===== config.mk =====
export PLATFORM = sky130hd
export DESIGN_NAME = life_grid_store
export DESIGN_NICKNAME = d
export VERILOG_FILES = /design/src/rtl/life_grid_store.sv
export SDC_FILE = /design/constraint.sdc
export NUM_CORES = 1
export LEC_CHECK = 0
export CORE_ASPECT_RATIO = 1.1
export CORE_UTILIZATION = 45
export CTS_BUF_LIST = sky130_fd_sc_hd__clkbuf_4 sky130_fd_sc_hd__clkbuf_8
export CTS_CLUSTER_SIZE = 28
export DETAILED_ROUTE_END_ITERATION = 7
export PLACE_DENSITY_LB_ADDON = 0.25
export SLEW_MARGIN = 10
export SYNTH_ARGS = -nofsm -noshare
export SYNTH_HDL_FRONTEND = slang
export SYNTH_SLANG_ARGS = --single-unit

===== constraint.sdc =====
create_clock -name clk -period 2.2 [get_ports clk]
set_input_delay 0.33 -clock clk [delete_from_list [all_inputs] [get_ports clk]]
set_output_delay 0.33 -clock clk [all_outputs]
set_load 0.005 [all_outputs]

===== src/rtl/life_grid_store.sv =====
`default_nettype none
// ============================================================================
// Module   : life_grid_store
// Brief    : Rotating multi-lane Life cell store with command FSM, cursor
//            edits, generation and population counters.
// Revision : 1.0  initial release
// ============================================================================
module life_grid_store #(
  parameter int          X         = 8,
  parameter int          Y         = 8,
  parameter int          LOG2X     = 3,
  parameter int          LOG2Y     = 3,
  parameter int          LANES     = 1,
  parameter int          WB_OFFSET = X*(Y-1)-3,
  parameter int          GEN_W     = 16,
  parameter logic [31:0] LFSR_SEED = 32'hACE1_2024,
  localparam int         IDX_W     = $clog2(X*Y)
) (
  input  logic             clk,
  input  logic             reset,
  input  logic             cmd_valid,
  input  logic [2:0]       cmd,
  output logic             cmd_ready,
  input  logic             edit_valid,
  input  logic [1:0]       edit_op,
  input  logic [LOG2X-1:0] edit_x,
  input  logic [LOG2Y-1:0] edit_y,
  output logic             edit_ready,
  input  logic [LANES-1:0] pipe_cells,
  output logic [LANES-1:0] head_cells,
  output logic [IDX_W-1:0] head_idx,
  output logic             frame_start,
  output logic             busy,
  output logic [GEN_W-1:0] gen_count,
  output logic [IDX_W:0]   pop_count
);

  localparam int N      = X*Y;
  localparam int FRAMES = N/LANES;
  localparam int LANE_W = (LANES > 1) ? $clog2(LANES) : 1;
  localparam int CNT_W  = (FRAMES > 1) ? $clog2(FRAMES) : 1;
  localparam logic [IDX_W-1:0] C_LAST_HEAD = IDX_W'(N-LANES);
  localparam logic [CNT_W-1:0] C_LAST_CNT  = CNT_W'(FRAMES-1);

  localparam logic [2:0] S_IDLE  = 3'd0;
  localparam logic [2:0] S_ARM   = 3'd1;
  localparam logic [2:0] S_GEN   = 3'd2;
  localparam logic [2:0] S_CLEAR = 3'd3;
  localparam logic [2:0] S_FILL  = 3'd4;

  localparam logic [2:0] C_RUN    = 3'd1;
  localparam logic [2:0] C_STOP   = 3'd2;
  localparam logic [2:0] C_STEP   = 3'd3;
  localparam logic [2:0] C_CLEAR  = 3'd4;
  localparam logic [2:0] C_RANDOM = 3'd5;

  logic [N-1:0]       r_buf;
  logic [IDX_W-1:0]   r_head;
  logic [2:0]         r_state, w_next_state;
  logic               r_run;
  logic [GEN_W-1:0]   r_gen;
  logic [IDX_W:0]     r_pop, r_acc, w_head_pop;
  logic [31:0]        r_lfsr;
  logic [CNT_W-1:0]   r_cnt;
  logic               r_edit_pend;
  logic [IDX_W-1:0]   r_edit_idx;
  logic [1:0]         r_edit_op;

  logic               w_cmd_fire, w_stop_fire, w_last_head, w_cnt_last;
  logic [31:0]        w_edit_idx;
  logic               w_edit_fire, w_edit_hit;
  logic [LANE_W-1:0]  w_lane;
  logic [LANES-1:0]   w_tail;
  logic [N-1:0]       w_buf_n;

  assign head_cells  = r_buf[LANES-1:0];
  assign head_idx    = r_head;
  assign frame_start = (r_head == '0);
  assign gen_count   = r_gen;
  assign pop_count   = r_pop;
  assign edit_ready  = ~r_edit_pend;

  assign w_cmd_fire  = cmd_valid & cmd_ready;
  assign w_stop_fire = w_cmd_fire & (cmd == C_STOP);
  assign w_last_head = (r_head == C_LAST_HEAD);
  assign w_cnt_last  = (r_cnt == C_LAST_CNT);

  // Out-of-range coordinates are discarded here so they never occupy the slot.
  assign w_edit_idx  = 32'(edit_y) * 32'(X) + 32'(edit_x);
  assign w_edit_fire = edit_valid & ~r_edit_pend & (w_edit_idx < 32'(N));
  assign w_edit_hit  = r_edit_pend & ({1'b0, r_edit_idx} >= {1'b0, r_head}) &
                       ({1'b0, r_edit_idx} < ({1'b0, r_head} + (IDX_W+1)'(LANES)));
  assign w_lane      = LANE_W'(r_edit_idx - r_head);

  always_ff @(posedge clk or negedge reset) begin
    if (!reset) r_state <= S_IDLE;
    else        r_state <= w_next_state;
  end

  always_comb begin
    w_next_state = r_state;
    case (r_state)
      S_IDLE: begin
        if (cmd_valid) begin
          case (cmd)
            C_RUN, C_STEP: w_next_state = w_last_head ? S_GEN : S_ARM;
            C_CLEAR:       w_next_state = S_CLEAR;
            C_RANDOM:      w_next_state = S_FILL;
            default:       w_next_state = S_IDLE;
          endcase
        end
      end
      S_ARM: begin
        if (w_stop_fire)      w_next_state = S_IDLE;
        else if (w_last_head) w_next_state = S_GEN;
      end
      S_GEN: begin
        if (w_last_head) w_next_state = (r_run & ~w_stop_fire) ? S_GEN : S_IDLE;
      end
      S_CLEAR, S_FILL: begin
        if (w_cnt_last) w_next_state = S_IDLE;
      end
      default: w_next_state = S_IDLE;
    endcase
  end

  always_comb begin
    cmd_ready = 1'b0;
    busy      = (r_state != S_IDLE);
    case (r_state)
      S_IDLE:       cmd_ready = 1'b1;
      S_ARM, S_GEN: cmd_ready = (cmd == C_STOP);
      default:      cmd_ready = 1'b0;
    endcase
  end

  // Tail source, then pipe writeback, then the cursor edit on top of both.
  always_comb begin
    w_tail = r_buf[LANES-1:0];
    if (r_state == S_CLEAR)     w_tail = '0;
    else if (r_state == S_FILL) w_tail = r_lfsr[LANES-1:0];
    w_buf_n = {w_tail, r_buf[N-1:LANES]};
    if (r_state == S_GEN) w_buf_n[WB_OFFSET +: LANES] = pipe_cells;
    if (w_edit_hit) begin
      case (r_edit_op)
        2'd0:    w_buf_n[N-LANES+int'(w_lane)] = ~w_buf_n[N-LANES+int'(w_lane)];
        2'd1:    w_buf_n[N-LANES+int'(w_lane)] = 1'b1;
        2'd2:    w_buf_n[N-LANES+int'(w_lane)] = 1'b0;
        default: w_buf_n[N-LANES+int'(w_lane)] = w_buf_n[N-LANES+int'(w_lane)];
      endcase
    end
  end

  always_comb begin
    w_head_pop = '0;
    for (int i = 0; i < LANES; i++) w_head_pop = w_head_pop + (IDX_W+1)'(head_cells[i]);
  end

  always_ff @(posedge clk or negedge reset) begin
    if (!reset) begin
      r_buf       <= '0;
      r_head      <= '0;
      r_run       <= 1'b0;
      r_gen       <= '0;
      r_pop       <= '0;
      r_acc       <= '0;
      r_lfsr      <= LFSR_SEED;
      r_cnt       <= '0;
      r_edit_pend <= 1'b0;
      r_edit_idx  <= '0;
      r_edit_op   <= 2'd3;
    end else begin
      r_buf  <= w_buf_n;
      r_head <= w_last_head ? '0 : r_head + IDX_W'(LANES);

      if (w_last_head) begin
        r_pop <= r_acc + w_head_pop;
        r_acc <= '0;
      end else begin
        r_acc <= r_acc + w_head_pop;
      end

      if (r_state == S_IDLE && w_cmd_fire && cmd == C_RUN)       r_run <= 1'b1;
      else if (r_state == S_IDLE && w_cmd_fire && cmd == C_STEP) r_run <= 1'b0;
      else if (w_stop_fire)                                      r_run <= 1'b0;

      if (r_state == S_GEN && w_last_head)        r_gen <= r_gen + 1'b1;
      else if (r_state == S_CLEAR && w_cnt_last)  r_gen <= '0;

      r_cnt <= (r_state == S_CLEAR || r_state == S_FILL) ? r_cnt + 1'b1 : '0;

      // Galois form of x^32 + x^22 + x^2 + x + 1, advanced only while filling.
      if (r_state == S_FILL)
        r_lfsr <= r_lfsr[0] ? ((r_lfsr >> 1) ^ 32'h8020_0003) : (r_lfsr >> 1);

      if (w_edit_fire) begin
        r_edit_pend <= 1'b1;
        r_edit_idx  <= w_edit_idx[IDX_W-1:0];
        r_edit_op   <= edit_op;
      end else if (w_edit_hit) begin
        r_edit_pend <= 1'b0;
      end
    end
  end

endmodule
`default_nettype wire


==> results of run 1 <==
[flip-flops by register name, indices dropped and copies added (netlist names)]
name and count:
r_acc 7, r_state 3, r_lfsr 32, r_cnt 6, head_idx 6, r_edit_idx 6
r_edit_op 2, r_run 1, gen_count 16, r_buf 64, r_edit_pend 1, pop_count 7
[cell usage after synthesis, drive strengths merged (2+ instances only)]
cell	instances	share of area
dfrtp	138	0.58
clkbuf	66	0.041
mux2	40	0.077
nand2	30	0.019
nor2	30	0.020
o21ai	25	0.021
nand3	21	0.020
ha	18	0.038
inv	14	0.0088
dfstp	13	0.057
a21oi	11	0.0092
xnor2	10	0.015
and3	8	0.0085
buf	8	0.0085
xor2	7	0.010
nor2b	6	0.0063
nor3	6	0.0069
mux2i	5	0.0083
nand4	5	0.0052
a31oi	4	0.0042
and2	4	0.0042
and4	4	0.0058
nor3b	3	0.0075
a32oi	2	0.0029
[cell families after synthesis]
family / synth area share
buffers and inverters: 0.05856
AOI/OAI and AO/OA: 0.05315
DFF: 0.6321
adders and majority gates: 0.03918
muxes: 0.08524
and+or+nand+nor: 0.1069
xor gates and xnor gates: 0.02480
[routing by layer]
metal	wire length [um]	track usage	part of all wire	vias to the layer above
li1	-	-	-	1642
met1	4308	0.1996	0.45	1758
met2	4756	0.2442	0.49	56
met3	432	0.05343	0.045	14
met4	136	0.07583	0.014	0
met5	0	0	0	-
[power breakdown]
part | internal (mW) | switching [mW] | total (mW) | leakage (nW)
combinational | 0.596 | 0.540 | 1.14 | 1.15
clock | 1.18 | 1.08 | 2.26 | 0.209
sequential | 3.34 | 0.259 | 3.60 | 1.99
[critical path, delay by kind of cell (launching register included)]
family	cells	cell delay, ns
flip-flops	1	0.45
AND/OR/NAND/NOR	1	0.24
buffers and inverters	2	0.62
[through the flow]
stage / area (um2) / worst slack, ns / hold slack, ns / power [mW] / TNS (ns)
finish: 6999 / 0.1276 / 0.3512 / 6.988 / 0
global route: 6999 / 0.009613 / 0.3577 / 7.372 / 0
CTS: 6984 / 0.05122 / 0.3558 / 7.080 / 0
detailed placement: 6518 / -0.08658 / 0.3357 / 4.751 / -0.08658
global placement: 6518 / -0.04961 / 0.3336 / 4.699 / -0.04961
floorplan: 6003 / 0.1749 / 0.03441 / 4.541 / 0
[cell type report]
cell class / instances / area (um2) / area share
clock buffers: 18 / 247.7 / 0.03540
clock inverters: 14 / 185.2 / 0.02646
inverters: 14 / 52.55 / 0.007508
multi-input cells: 253 / 1864 / 0.2664
flip-flops and latches: 151 / 3799 / 0.5427
well taps: 157 / 196.4 / 0.02807
repair buffers: 69 / 654.4 / 0.09349
[path summary, 6_finish.rpt]
path / start / endpoint / cells after the start
setup / recovery: r_state[1] / busy / 3
hold / removal: r_buf[57] / r_buf[56] / 0
setup reg to reg: head_idx[0] / r_buf[63] / 9
hold reg to reg: r_buf[57] / r_buf[56] / 0
max in group asynchronous: reset / r_edit_op[0] / 3
min in group asynchronous: reset / r_lfsr[14] / 2
[what timing repair did]
action | 4_1_cts | 5_1_grt
buffers inserted | 2 | 2
hold buffers | 1 | 0
endpoints found under the hold margin | 60 | 0
gates resized for setup | 7 | 0
setup endpoints to repair | 3 | 1
==> metrics.cfg, run 1 <==
[setup_path]
r2r_slack_ns = 0.13
startpoint_type = flip-flop
cp.arrival_ns = 1.74
required_ns = 1.87
worst-path-max-fanout = 4
critical_path.max_stage_delay_ns = 0.47
crit_path_end_kind = output pin
worstSetupPathType = reg -> out
slowest_stage = clkdlybuf4s50_1
critical_path.cell_chain = nor3_2 -> inv_1 -> clkdlybuf4s50_1

[cts]
cts-root-to-sink-buffers = 2
cts_max_level = 4
clk_latency_ns = 0.45
clkSinkCount = 151
cts_buffers = 17
clk_pin_slew_ns = 0.08
cts_tree = yes
ctsRootBufferMaster = clkbuf_8

[cells_and_area]
mostFrequentLayoutCells = dfrtp_1, clkdlybuf4s50_1, mux2_2
n_fill_cell = 1068
syn_to_final_growth_pct = 16.59
layout.cells.most_common = dfrtp_1
diodes = 0
fin_nets = 540
final_core_util = 0.5466
fin_cells = 676
drive_above_1_share = 0.2274

[routing]
vias = 3470
wl_per_cell_um = 14.25
firstDrtPassIters = 6
vias_per_cell = 5.133
antenna_left = 0
drt_iter0_drc = 183
post-route-drc-count = 2
totalWireLength_um = 9633

[sta]
fmax_mhz = 482.5
setup_violations = 0
clock_skew_ns = 0.006539
layout_min_cycle_time_ns = 2.072
worstMarginPinSlew_ns = 0.6379
hold_violations = 0
fin_crit_sh = 0.9420
slew_violations = 0
slew_headroom = 0.5747
rsz0062_at_grt = false

[run]
maxCapViolations = 0

[floorplanning]
placementRows = 43
core_area_um2 = 12800
die_area_um2 = 13810
die_h_um = 123.1
io_pins = 50
die_w_um = 112.1
start_util = 0.4688

[logic_synthesis]
synth_flop_cell = dfrtp_1
synth_warnings = 0
synth-seq-area-share = 0.6321
ys_ff_latch = 151
syn_inst = 492
synth-edff-count = 0
syn_avg_cell_area_um2 = 12.20
synth_area_um2 = 6003
synthDistinctLibCells = 47
async_flop_share = 1.000
syn_nets = 526

[worst_hold_path]
min-delay-path-class = reg -> reg

[run_status]
failed_checks = design-rule violations
status = finished with violations

[global_route]
antenna_found_initial = 0
global_route.overflow_total = 0
grt_pass1_vias = 3437
grt_first_pass_wirelength_um = 16530
grt_max_degree = 74
grt_use_total = 0.1573

[power]
pwr_density_cell_nw_per_um2 = 998.3
p_leak_nw = 3.344
vdd_drop_max_uv = 614.0

[placed_design]
hpwl_um = 6430
place.gp.congestion = 0.7728
post-place-cells = 639
io_buffer_count = 49

(Power assumes the default switching activity.)
==> run 2: changes to the inputs <==
Settings changed: DONT_BUFFER_PORTS set to 1, GPL_TIMING_DRIVEN set to 0.
==> run 2 against run 1 <==
  * Register-to-register slack is essentially flat
  * The flow finishes with violations (design-rule violations, negative hold slack)
  * Clock skew grew 0.0035 ns
  * Critical path depth grew 5
  * Non-clock buffer count grew 9
  * Total power grew 2.2%
  * Setup slack lost 0.0032 ns
  * Core utilization shrank 2.0 points
  * Highest routed layer unchanged
  * Global-route usage shrank 0.34 points
  * Die area is the same
  * Largest cell class unchanged
==> metrics.cfg, run 2 (same netlist as run 1, synthesis figures left out) <==
[sta]
slew_headroom = 0.5773  ; was 0.5747
tns_ns = 0  ; unchanged
fin_crit_sh = 0.9435  ; was 0.9420
fmax_mhz = 481.8  ; was 482.5 MHz
slew_violations = 0  ; unchanged
clock_skew_ns = 0.01007  ; was 0.006539 ns
setup_violations = 0  ; unchanged
hold_violations = 151  ; was 0
hold_ws_ns = -0.4228  ; was 0.3512 ns
worstMarginPinSlew_ns = 0.6341  ; was 0.6379 ns
layout_min_cycle_time_ns = 2.076  ; was 2.072 ns

[cells_and_area]
layout.cells.most_common = dfrtp_1  ; unchanged
fin_cells = 685  ; was 676
fin_nets = 549  ; was 540
mostFrequentLayoutCells = dfrtp_1, clkbuf_1, mux2_2  ; was dfrtp_1, clkdlybuf4s50_1, mux2_2
multi_input_comb_area_um2 = 1894  ; was 1864 um2
syn_to_final_growth_pct = 12.26  ; was 16.59%
regMostFlops = r_buf  ; unchanged
seq_area_um2 = 3797  ; was 3799 um2
largest_reg_flops = 64  ; unchanged
drive_above_1_share = 0.2064  ; was 0.2274
n_fill_cell = 1143  ; was 1068
diodes = 0  ; unchanged

[run]
maxCapViolations = 0  ; unchanged

[cts]
clk_latency_ns = 0.44  ; was 0.45 ns
cts_tree = yes  ; unchanged
clkSinkCount = 151  ; unchanged
cts_buffers = 17  ; unchanged
clk_pin_slew_ns = 0.08  ; about the same
ctsRootBufferMaster = clkbuf_8  ; unchanged
cts-root-to-sink-buffers = 2  ; unchanged
cts_max_level = 4  ; unchanged

[floorplanning]
die_h_um = 123.1  ; unchanged
io_pins = 50  ; unchanged
start_util = 0.4688  ; unchanged
die_w_um = 112.1  ; unchanged
die_area_um2 = 13810  ; unchanged
core_area_um2 = 12800  ; unchanged
placementRows = 43  ; unchanged

[setup_path]
worst-path-max-fanout = 7  ; was 4
slowest_stage = dfrtp_2  ; was clkdlybuf4s50_1
critical_path.max_stage_delay_ns = 0.47  ; about the same
cp.arrival_ns = 2.42  ; was 1.74 ns
required_ns = 2.55  ; was 1.87 ns
critical_path.cell_chain = ha_2 -> and3_4 -> xnor2_2 -> inv_1 -> ha_4 -> o2111ai_1 -> a31o_2 -> a32oi_1  ; was nor3_2 -> inv_1 -> clkdlybuf4s50_1
path_delay_family = compound AO/OA/AOI/OAI gates  ; was buffers and inverters
startpoint_type = flip-flop  ; unchanged
crit_path_end_kind = flip-flop  ; was output pin
path_buf_inv = 1  ; was 2
worstSetupPathType = reg -> reg  ; was reg -> out

[global_route]
grt_pass1_vias = 3511  ; was 3437
grt_use_total = 0.1539  ; was 0.1573
global_route.overflow_total = 0  ; unchanged
grt_max_degree = 152  ; was 74
antenna_found_initial = 0  ; unchanged
grt_first_pass_wirelength_um = 16260  ; was 16530 um

[placed_design]
io_buffer_count = 0  ; was 49
place.gp.congestion = 0.7899  ; was 0.7728
post-place-cells = 649  ; was 639
hpwl_um = 6239  ; was 6430 um

[routing]
vias_per_cell = 5.051  ; was 5.133
drt_iter0_drc = 138  ; was 183
vias = 3460  ; was 3470
post-route-drc-count = 2  ; unchanged
antenna_left = 0  ; unchanged
totalWireLength_um = 9514  ; was 9633 um
firstDrtPassIters = 7  ; was 6
wl_per_cell_um = 13.89  ; was 14.25 um

[power]
p_leak_nw = 3.205  ; was 3.344 nW
pwr_density_cell_nw_per_um2 = 1060  ; was 998.3 nW/um2
vdd_drop_max_uv = 638.8  ; was 614.0 uV

[worst_hold_path]
min-delay-path-class = in -> async  ; was reg -> reg

[run_status]
status = finished with violations  ; unchanged
failed_checks = design-rule violations, negative hold slack  ; was design-rule violations

-- run 2: area by class of cell --
type	count	share of cell area
Sequential cell	151	0.5635
Multi-Input combinational cell	253	0.2811
Buffer	74	0.04437
Clock buffer	19	0.03788
Clock inverter	13	0.03026
Tap cell	157	0.02915
Inverter	14	0.007798
Timing Repair Buffer	4	0.005941
-- run 2: through the flow --
step | setup WS (ns) | hold slack (ns) | util | total power [mW] | instance area (um2)
global placement | -0.06307 | 0.04236 | 0.4842 | 4.748 | 6200
detailed placement | -0.1335 | 0.04100 | 0.4842 | 4.810 | 6200
CTS | 0.007082 | -0.4517 | 0.5227 | 7.213 | 6693
floorplan | 0.1749 | 0.03441 | - | 4.541 | 6003
finish | 0.1244 | -0.4228 | 0.5263 | 7.142 | 6739
global route | -0.01867 | -0.4725 | 0.5263 | 7.544 | 6739
-- run 2: path summary, 6_finish.rpt --
kind                                   from             to  slack [ns]  depth (start not counted)
worst max register to register  head_idx[0]      r_buf[63]        0.12                          8
max in group asynchronous             reset   r_edit_op[1]        2.34                          0
worst max-delay path            head_idx[0]      r_buf[63]        0.12                          8
worst min-delay path                  reset      r_buf[38]       -0.42                          0
worst min register to register     r_buf[5]       r_buf[4]        0.42                          1
min in group clk                  edit_y[0]  r_edit_idx[3]        0.04                          1
-- run 2: timing repair --
item / CTS / global route
pin swaps: 0 / 1
gates cloned: 0 / 0
hold buffers: 2 / 2
gates resized for setup: 4 / 5
hold endpoints to repair: 153 / 153
setup endpoints to repair: 2 / 3
buffers inserted: 0 / 0
-- run 2: routing by layer --
layer | vias up | part of all wire | global-route usage
met4 | 0 | 0.024 | 0.08750
met2 | 61 | 0.48 | 0.2384
li1 | 1660 | - | -
met3 | 19 | 0.046 | 0.05098
met5 | - | 0 | 0
met1 | 1720 | 0.45 | 0.1914
-- run 2: power breakdown --
part	internal [mW]	switching, mW
Clock	1.39	0.988
Sequential	3.33	0.230
Combinational	0.644	0.560
==> run 3: changes to the inputs <==
Settings changed: CORE_UTILIZATION 45 to 25.
==> run 3 against run 2 <==
  * The run ends with negative hold slack left
  * First-iteration DRC count fell by 15%
  * Clock power fell by 15%
  * Clock-buffer cell count rose by 1
  * Sequential power barely moved
  * Register-to-register slack got worse by 0.03 ns
  * Die area rose by 78%
  * Setup slack got worse by 0.034 ns
  * Wire length rose by 15%
  * Total power fell by 4.6%
  * Maximum frequency fell by 1.6%
  * Largest cell class unchanged
  * Largest power group unchanged
==> metrics.cfg, run 3 (same netlist as run 1, synthesis figures left out) <==
[routing]
totalWireLength_um = 10970  ; was 9514 um
antenna_left = 0  ; unchanged
firstDrtPassIters = 4  ; was 7
drt_iter0_drc = 117  ; was 138
vias = 3527  ; was 3460
wl_per_cell_um = 13.12  ; was 13.89 um
post-route-drc-count = 0  ; was 2
vias_per_cell = 4.219  ; was 5.051

[sta]
slew_violations = 0  ; unchanged
slew_headroom = 0.5591  ; was 0.5773
rsz0062_at_grt = false
layout_min_cycle_time_ns = 2.109  ; was 2.076 ns
setup_violations = 0  ; unchanged
setup_ws_ns = 0.09053  ; was 0.1244 ns
fmax_mhz = 474.1  ; was 481.8 MHz
fin_crit_sh = 0.9589  ; was 0.9435
hold_ws_ns = -0.4159  ; was -0.4228 ns
worstMarginPinSlew_ns = 0.6614  ; was 0.6341 ns
hold_violations = 151  ; unchanged
clock_skew_ns = 0.007818  ; was 0.01007 ns

[setup_path]
required_ns = 2.55  ; about the same
reg2reg_from = head_idx[0]  ; unchanged
crit_start = head_idx[0]  ; unchanged
startpoint_type = flip-flop  ; unchanged
cp.arrival_ns = 2.46  ; was 2.42 ns
r2r_slack_ns = 0.09  ; was 0.12 ns
crit_path_end_kind = flip-flop  ; unchanged
worstSetupPathType = reg -> reg  ; unchanged
worst-path-max-fanout = 7  ; unchanged

[cts]
ctsRootBufferMaster = clkbuf_8  ; unchanged
clkSinkCount = 151  ; unchanged
cts_buffers = 17  ; unchanged
clk_latency_ns = 0.44  ; about the same
clk_pin_slew_ns = 0.08  ; about the same
cts-root-to-sink-buffers = 2  ; unchanged
cts_tree = yes  ; unchanged
cts_max_level = 4  ; unchanged

[cells_and_area]
syn_to_final_growth_pct = 14.36  ; was 12.26%
regMostFlops = r_buf  ; unchanged
fin_cells = 836  ; was 685
mostFrequentLayoutCells = dfrtp_1, clkbuf_1, mux2_2  ; unchanged
fin_nets = 552  ; was 549
n_fill_cell = 2434  ; was 1143
layout.cells.most_common = dfrtp_1  ; unchanged
drive_above_1_share = 0.2015  ; was 0.2064
largest_reg_flops = 64  ; unchanged
diodes = 0  ; unchanged

[global_route]
grt_pass1_vias = 3670  ; was 3511
grt_use_total = 0.09682  ; was 0.1539
grt_max_degree = 152  ; unchanged
antenna_found_initial = 0  ; unchanged
global_route.overflow_total = 0  ; unchanged
grt_first_pass_wirelength_um = 18230  ; was 16260 um

[placed_design]
io_buffer_count = 0  ; unchanged
post-place-cells = 797  ; was 649
place_ws_ns = -0.1172  ; was -0.1335 ns
hpwl_um = 7312  ; was 6239 um
place.gp.congestion = 0.7612  ; was 0.7899

[power]
pwr_density_cell_nw_per_um2 = 992.8  ; was 1060 nW/um2
total_power_mw = 6.816  ; was 7.142 mW
p_leak_nw = 3.194  ; was 3.205 nW
vdd_drop_max_uv = 302.7  ; was 638.8 uV

[worst_hold_path]
min-delay-path-class = in -> async  ; unchanged

[floorplanning]
start_util = 0.2541  ; was 0.4688
die_h_um = 164.5  ; was 123.1 um
core_area_um2 = 23620  ; was 12800 um2
die_w_um = 149.8  ; was 112.1 um
io_pins = 50  ; unchanged
placementRows = 59  ; was 43
die_area_um2 = 24640  ; was 13810 um2

[run]
maxCapViolations = 0  ; unchanged

[run_status]
status = finished with violations  ; unchanged
failed_checks = negative hold slack  ; was design-rule violations, negative hold slack

==> run 3: cell count changes in the layout (fill, tap and decap cells not counted) <==
cell,change
inv_8,+2
dfrtp_1,+1
clkinvlp_4,-4
bufinv_16,-5
clkbuf_8,+1
dlygate4sd3_1,+3
dfrtp_2,-1
a21oi_1,+1
clkinv_2,-2
a21oi_2,-1
clkinv_4,+1
inv_6,+7
==> run 3: worst max-delay path, stage by stage, from the launching register on <==
cell and delay (ns):
dfrtp_2 0.47, ha_2 0.22, and3_4 0.21, xnor2_2 0.14, inv_1 0.09, ha_4 0.23
a21oi_1 0.15, a31o_2 0.21, nand3_1 0.07, a32oi_1 0.22
==> run 3: timing repair <==
action,in CTS,in global routing
setup endpoints to repair,2,2
buffers inserted,0,0
hold buffers,5,2
cloned,0,0
resized for setup,5,2
hold endpoints to repair,156,153
pin swaps,1,3
==> run 3: layout make-up <==
cell class | instances | area [um2] | area share
flip-flops and latches | 151 | 3796 | 0.5529
multi-input cells | 253 | 1891 | 0.2754
well taps | 305 | 381.6 | 0.05559
plain buffers | 74 | 299.0 | 0.04356
clock buffers | 20 | 269.0 | 0.03918
clock inverters | 12 | 106.4 | 0.01549
repair buffers | 7 | 70.07 | 0.01021
inverters | 14 | 52.55 | 0.007654
==> run 3: power breakdown <==
| group | internal, mW | leakage [nW] | switching [mW] |
|---|---|---|---|
| registers | 3.33 | 1.99 | 0.237 |
| logic | 0.647 | 1.01 | 0.579 |
| clock network | 0.896 | 0.197 | 1.13 |
==> run 3: final timing paths <==
kind,depth (start not counted),end
worst max-delay path,9,r_buf[63]
worst min-delay path,0,r_lfsr[12]
worst max register to register,9,r_buf[63]
worst min register to register,1,r_buf[40]
max in group asynchronous,0,r_edit_op[0]
min in group clk,1,r_edit_idx[3]
==> run 3: metrics by stage <==
stage	util	instance area (um2)	setup TNS, ns
finish	0.2906	6865	0
CTS	0.2890	6827	0
global placement	0.2703	6385	-0.09005
global route	0.2906	6865	0
floorplan	-	6003	0
detailed placement	0.2703	6385	-0.1172
==> run 3: per-layer routing <==
metal	vias up	routed length [um]	GRT usage
met4	0	159	0.03994
met1	1785	4836	0.1158
met3	10	761	0.04116
met5	-	0	0
met2	62	5208	0.1524
li1	1670	-	-
